### config.mk
export PLATFORM = sky130hd
export DESIGN_NAME = decode_issue_stage
export DESIGN_NICKNAME = d
export VERILOG_FILES = /design/src/rtl/decode_issue_stage.sv
export SDC_FILE = /design/constraint.sdc
export NUM_CORES = 1
export LEC_CHECK = 0
export CAP_MARGIN = 25
export CORE_ASPECT_RATIO = 1.25
export CORE_MARGIN = 2
export CORE_UTILIZATION = 31
export DETAILED_ROUTE_END_ITERATION = 16
export PLACE_DENSITY = 0.47
export SYNTH_ARGS = -nofsm -noshare
export SYNTH_HDL_FRONTEND = slang
export SYNTH_SLANG_ARGS = --single-unit
export TNS_END_PERCENT = 1
### constraint.sdc
create_clock -name clk -period 2.7 [get_ports clk]
set_input_delay 0.54 -clock clk [delete_from_list [all_inputs] [get_ports clk]]
set_output_delay 0.54 -clock clk [all_outputs]
set_load 0.03 [all_outputs]
### src/rtl/decode_issue_stage.sv
// Decode/issue stage feeding the execution block.
// Accepts 16-bit instructions over valid/ready and reads two operands from an
// 8-entry register file, with a same-cycle writeback bypass. It presents a
// registered issue bundle (op_dec/A/B/data_in/rd_ex/ex_valid) downstream.
// Instruction layout: [15:10] op, [9:7] rd, [6:4] rs, [3:1] rt, [3:0] imm.
// imm overlaps rt by design; data_in is the sign-extended low nibble.
module decode_issue_stage #(
    parameter int DATA_W = 16,
    parameter int NREGS  = 8,
    parameter int OP_W   = 6
) (
    input  logic              clk,
    input  logic              reset,
    input  logic [15:0]       instr,
    input  logic              instr_valid,
    output logic              instr_ready,
    input  logic              ex_stall,
    input  logic              wb_en,
    input  logic [2:0]        wb_addr,
    input  logic [DATA_W-1:0] wb_data,
    output logic [OP_W-1:0]   op_dec,
    output logic [DATA_W-1:0] A,
    output logic [DATA_W-1:0] B,
    output logic [DATA_W-1:0] data_in,
    output logic [2:0]        rd_ex,
    output logic              ex_valid,
    output logic              illegal,
    output logic [15:0]       issue_count
);

    logic [DATA_W-1:0] regs [NREGS];

    logic [OP_W-1:0]   op;
    logic [2:0]        rd;
    logic [2:0]        rs;
    logic [2:0]        rt;
    logic [DATA_W-1:0] imm_ext;
    logic [DATA_W-1:0] rs_val;
    logic [DATA_W-1:0] rt_val;
    logic              accept;

    assign op      = instr[15:10];
    assign rd      = instr[9:7];
    assign rs      = instr[6:4];
    assign rt      = instr[3:1];
    assign imm_ext = {{(DATA_W-4){instr[3]}}, instr[3:0]};

    // A stalled op that is still valid blocks the stage; an empty or draining
    // issue register can always take a new instruction.
    assign instr_ready = !ex_stall || !ex_valid;
    assign accept      = instr_valid && instr_ready;

    // Operand read: R0 is hardwired to zero, and a writeback landing on the
    // same edge wins over the stale register contents.
    always_comb begin
        rs_val = '0;
        rt_val = '0;
        if (rs != 3'd0) begin
            if (wb_en && (wb_addr == rs)) rs_val = wb_data;
            else                          rs_val = regs[rs];
        end
        if (rt != 3'd0) begin
            if (wb_en && (wb_addr == rt)) rt_val = wb_data;
            else                          rt_val = regs[rt];
        end
    end

    // Register file write port; writes proceed regardless of ex_stall.
    always_ff @(posedge clk) begin
        if (reset) begin
            for (int i = 0; i < NREGS; i++) regs[i] <= '0;
        end else if (wb_en && (wb_addr != 3'd0)) begin
            regs[wb_addr] <= wb_data;
        end
    end

    // Issue register: load on accept, drain when not stalled, hold otherwise.
    always_ff @(posedge clk) begin
        if (reset) begin
            op_dec      <= '0;
            A           <= '0;
            B           <= '0;
            data_in     <= '0;
            rd_ex       <= '0;
            ex_valid    <= 1'b0;
            illegal     <= 1'b0;
            issue_count <= '0;
        end else begin
            illegal <= 1'b0;
            if (accept) begin
                if (op[OP_W-1]) begin
                    // Illegal op is consumed but never reaches execution.
                    op_dec   <= '0;
                    ex_valid <= 1'b0;
                    illegal  <= 1'b1;
                end else begin
                    op_dec      <= op;
                    A           <= rs_val;
                    B           <= rt_val;
                    data_in     <= imm_ext;
                    rd_ex       <= rd;
                    ex_valid    <= 1'b1;
                    issue_count <= issue_count + 16'd1;
                end
            end else if (!ex_stall) begin
                ex_valid <= 1'b0;
            end
        end
    end

endmodule

# Word-level counts from Yosys, hierarchy flattened
# Memories as Yosys holds them, arrays and structs flattened.
# Cells that the tools add are included.
# word_totals
reg_bits,63
out_inout_bits,76
ram_bits,128
mem_count,1
inputBits,40
word_cells,45
# classes
n_addsub,1
eq_ne,3
reduce_logical,13
n_mux,17
bitwise,2
# memory_table
memory,depth,word_bits,read_ports,rd_ports_with_merged_regs,write_ports,line,rtl
regs,8,16,2,0,8,31,logic [DATA_W-1:0] regs [NREGS];
# op_table
cell,n
2-to-1 mux 16 bit,5
"adder 16 x 1 -> 16 bit, second input constant",1
OR reduction 16 bit,1
2-to-1 mux 1 bit,10
nonzero test 3 bit,3
equality test 3 bit,2
2-to-1 mux 5 bit,1
logical AND 1 bit,4
2-to-1 mux 3 bit,1
logical NOT 1 bit,2
"inequality test 2 x 1 -> 1 bit, second input constant",1
NOT 1 bit,2
AND reduction 2 bit,1
OR reduction 2 bit,1
logical OR 1 bit,1

# Longest topological paths before layout
# logic_depth
ltp_word,7
mapped_depth,7
mapped_depth_nobuf,5

# Least setup slack after synthesis
# Ideal clock, no wire load.
# synth_timing
path_kind,input to register
start,input port instr[1]
end,register B[2]
path_stages,6
t_required_ns,2.578
n_path_buf,2
setup_ns,0.122
slack_ns,0.589
t_arrival_ns,1.989
cell_sequence,buf_2 -> buf_2 -> mux4_2 -> mux2i_1 -> nor3_1 -> a221o_1
# synth_via
elab_chain_len,4
elab_cells_between_ends,6
cone_classes,eq/ne (1); mux (2); reduce/logical (2); memory (1)
# synth_lines
item,line,rtl
from (decl),14,"input logic [15:0] instr,"
branches (longest 3 deep; another with memory read (8 x 16 bit)),n/a,
2-to-1 mux 16 bit *,62,if (rt != 3'd0) begin
to (signal assigned),99,B <= rt_val;
to (decl),23,"output logic [DATA_W-1:0] B,"
# Mark *: on every way between the ends.
# A chain may end at the register's enable or synchronous reset.

# Worst setup path in the final report
# layout_timing
start,input port ex_stall
end,output port instr_ready
# layout_via
elab_chain_len,2
# layout_lines
item,line,rtl
from (decl),17,"input logic ex_stall,"
logical NOT 1 bit,n/a,
logical OR 1 bit,50,assign instr_ready = !ex_stall || !ex_valid;
to (decl),16,"output logic instr_ready,"
# No other way between the ends.

==> impl_metrics.py <==
metrics = {
    "setup_path": {
        "slowest_stage": "clkdlybuf4s50_1",
        "worst-path-buf-inv": 2,
        "required_ns": 2.16,
        "path_max_fanout": 3,
        "cpMostUsedCell": "clkdlybuf4s50_1",
        "endpoint_kind": "primary output",
        "crit_family": "buffers and inverters",
        "cpPeakStageDelay_ns": 0.67,
        "start_kind": "input port",
        "crit_path_cell_trace": "clkdlybuf4s50_1, nand2_1, clkdlybuf4s50_1",
        "critPathKind": "in2out",
        "arrival_ns": 1.79,
    },
    "synth": {
        "ys_types": 47,
        "yosysMostFrequentCell": "edfxtp_1",
        "synth_top_flop_cell": "edfxtp_1",
        "synthTopCellsByCount": "edfxtp_1 (128), and2_1 (114), dfxtp_1 (62), mux4_2 (49), nand2_1 (40)",
        "synth_edf_count": 128,
        "syn_avg_cell_area_um2": 13.0,
        "async_flop_share_pct": 0,
        "ys_top_cells_by_area": "edfxtp_1 (41%), dfxtp_1 (13%), mux4_2 (12%)",
        "synth_warnings": 0,
        "ys_seq_area_share_pct": 54.4,
        "syn_area_um2": 9350,
        "synth_seq_cells": 190,
        "syn_inst": 721,
        "synth_area_leader_cell": "edfxtp_1",
        "yosys.area.top_type_share_pct": 41.1,
    },
    "route": {
        "drcViolationCount": 0,
        "drt-initial-drc-count": 513,
        "detail_route.vias_per_cell": 5.18,
        "firstDrtPassIters": 5,
        "finalWirelength_mm": 29.1,
        "ant_nets": 0,
        "via_count": 6554,
        "wl_per_cell_um": 23.0,
    },
    "sta": {
        "min_period_ns": 2.33,
        "finClkSkew_ns": 0.0190,
        "drv_slew": 0,
        "finalCritPeriodShare_pct": 86.1,
        "setup_tns_ns": 0,
        "setup_viol": 0,
        "whs_ns": 0.458,
        "max_freq_ghz": 0.430,
        "tightest_slew_ns": 0.648,
        "finalHoldViolCount": 0,
        "rsz0062_at_grt": "false",
        "max-slew-margin-rel_pct": 56.8,
    },
    "clock_tree": {
        "cts_sinks": 190,
        "clk_pin_slew_ns": 0.08,
        "postCtsHoldBufs": 0,
        "post-cts-setup-buffers": 0,
        "clock-root-buffer": "clkbuf_16",
        "cts_made_buffers": 17,
        "clock_latency_ns": 0.45,
        "cts_tree": "done",
        "ctsHtreeMaxLevel": 4,
        "clockBufferDepth": 2,
        "ctsResizeCount": 0,
    },
    "place": {
        "gp_congestion": 0.784,
        "hpwlAfterDp_mm": 18.8,
        "io_buffers": 114,
    },
    "global_routing": {
        "grt_max_degree": 37,
        "overflow": 0,
        "grt_pass1_vias": 6919,
        "grt.total_usage_pct": 18.8,
        "grt_pass1_wl_mm": 43.6,
        "antenna_found_initial": 0,
    },
    "die": {
        "core-area_um2": 29900,
        "dieArea_um2": 31600,
        "start_util_pct": 31.2,
        "die_h_um": 198,
        "die_w_um": 159,
        "io_pins": 116,
        "rows": 71,
    },
    "pwr": {
        "pwr_density_cell_nw_per_um2": 578,
        "p_leak_nw": 4.10,
        "peakVddDrop_v": 0.000380,
    },
    "min_path": {
        "hold_class": "reg2reg",
    },
    "layout": {
        "nNetsFinal": 893,
        "nFillCells": 2873,
        "area_growth_pct": 26.1,
        "num_antenna_cells": 0,
        "drive_gt1_share_pct": 19.5,
    },
    "run_status": {
        "status": "finished, final reports clean",
    },
    "run": {
        "cap_violations": 0,
    },
}
[final timing paths]
path / startpoint / to / slack, ns / cells after the start
max: ex_stall / instr_ready / 0.37 / 3
min: op_dec[3] / op_dec[3] / 0.46 / 2
max reg2reg: ex_valid / issue_count[15] / 0.80 / 4
min reg2reg: op_dec[3] / op_dec[3] / 0.46 / 2
[cell type report]
| cell class | instances | area (um^2) | share of cell area, % |
|---|---|---|---|
| flip-flops and latches | 190 | 5080 | 43.1 |
| well taps | 401 | 502 | 4.26 |
| clock inverters | 12 | 93.8 | 0.796 |
| multi-input cells | 480 | 4020 | 34.1 |
| clock buffers | 20 | 458 | 3.89 |
| repair buffers | 163 | 1630 | 13.8 |
[worst reg2reg max path, stage by stage (launching register included)]
cell and delay, ns:
dfxtp_1 0.35, a21bo_4 0.30, or3_1 0.50, or4_1 0.54, a21oi_1 0.15
[routing by layer]
metal | track usage, % | up-vias | wire length (um)
li1 | - | 2979 | -
met4 | 5.96 | 0 | 492
met1 | 23.2 | 3310 | 12400
met3 | 3.58 | 25 | 1510
met5 | 0 | - | 0
met2 | 33.2 | 240 | 14700
[through the flow]
stage | cell area, um^2 | power [mW] | cells | utilization (%) | setup slack (ns)
2_1_floorplan | 9410 | 3.98 | 737 | - | 0.589
3_3_place_gp | 11200 | 4.41 | 1233 | 37.5 | 0.0754
3_5_place_dp | 11200 | 4.42 | 1233 | 37.5 | 0.0705
4_1_cts | 11800 | 6.88 | 1265 | 39.3 | 0.362
5_1_grt | 11800 | 7.06 | 1266 | 39.4 | 0.283
6_report | 11800 | 6.81 | 1266 | 39.4 | 0.374
[flip-flops by register name, indices dropped and copies added, names as in the netlist]
register,flops
data_in,4
issue_count,16
illegal,1
regs,128
B,16
ex_valid,1
A,16
rd_ex,3
op_dec,5
[cell families (layout without fill, tap and decap cells)]
| group | after synthesis | count (layout) | share of synthesized area [%] |
|---|---|---|---|
| adder cells (fa/ha/maj) | 1 | 1 | 0.134 |
| flip-flops | 190 | 190 | 54.4 |
| multiplexers | 95 | 95 | 17.0 |
| other | 1 | 17 | 0.0401 |
| XOR/XNOR | 12 | 12 | 1.12 |
| buffers and inverters | 67 | 195 | 3.43 |
| AND/OR/NAND/NOR | 255 | 255 | 15.8 |
| AO/OA/AOI/OAI | 100 | 100 | 8.04 |
[report_power, final]
group | internal [mW] | leakage (nW) | switching (mW)
Combinational | 0.461 | 2.09 | 0.522
Clock | 1.26 | 0.279 | 1.20
Sequential | 3.28 | 1.73 | 0.0982
Total | 5.00 | 4.10 | 1.82
[cell usage in the layout (no fill, tap or decap), drive strengths merged, types with 15 or more instances in the layout]
| cell | netlist | routed |
|---|---|---|
| a21oi | 31 | 31 |
| clkbuf | 37 | 20 |
| nor2 | 15 | 15 |
| nand2 | 40 | 40 |
| mux4 | 49 | 49 |
| a221o | 16 | 16 |
| and2 | 114 | 114 |
| buf | 30 | 54 |
| clkdlybuf4s50 | 0 | 109 |
| mux2 | 21 | 21 |
| nor3 | 19 | 19 |
| mux2i | 25 | 25 |
| edfxtp | 128 | 128 |
| dfxtp | 62 | 62 |
| conb | 1 | 17 |
(Power assumes the default switching activity.)
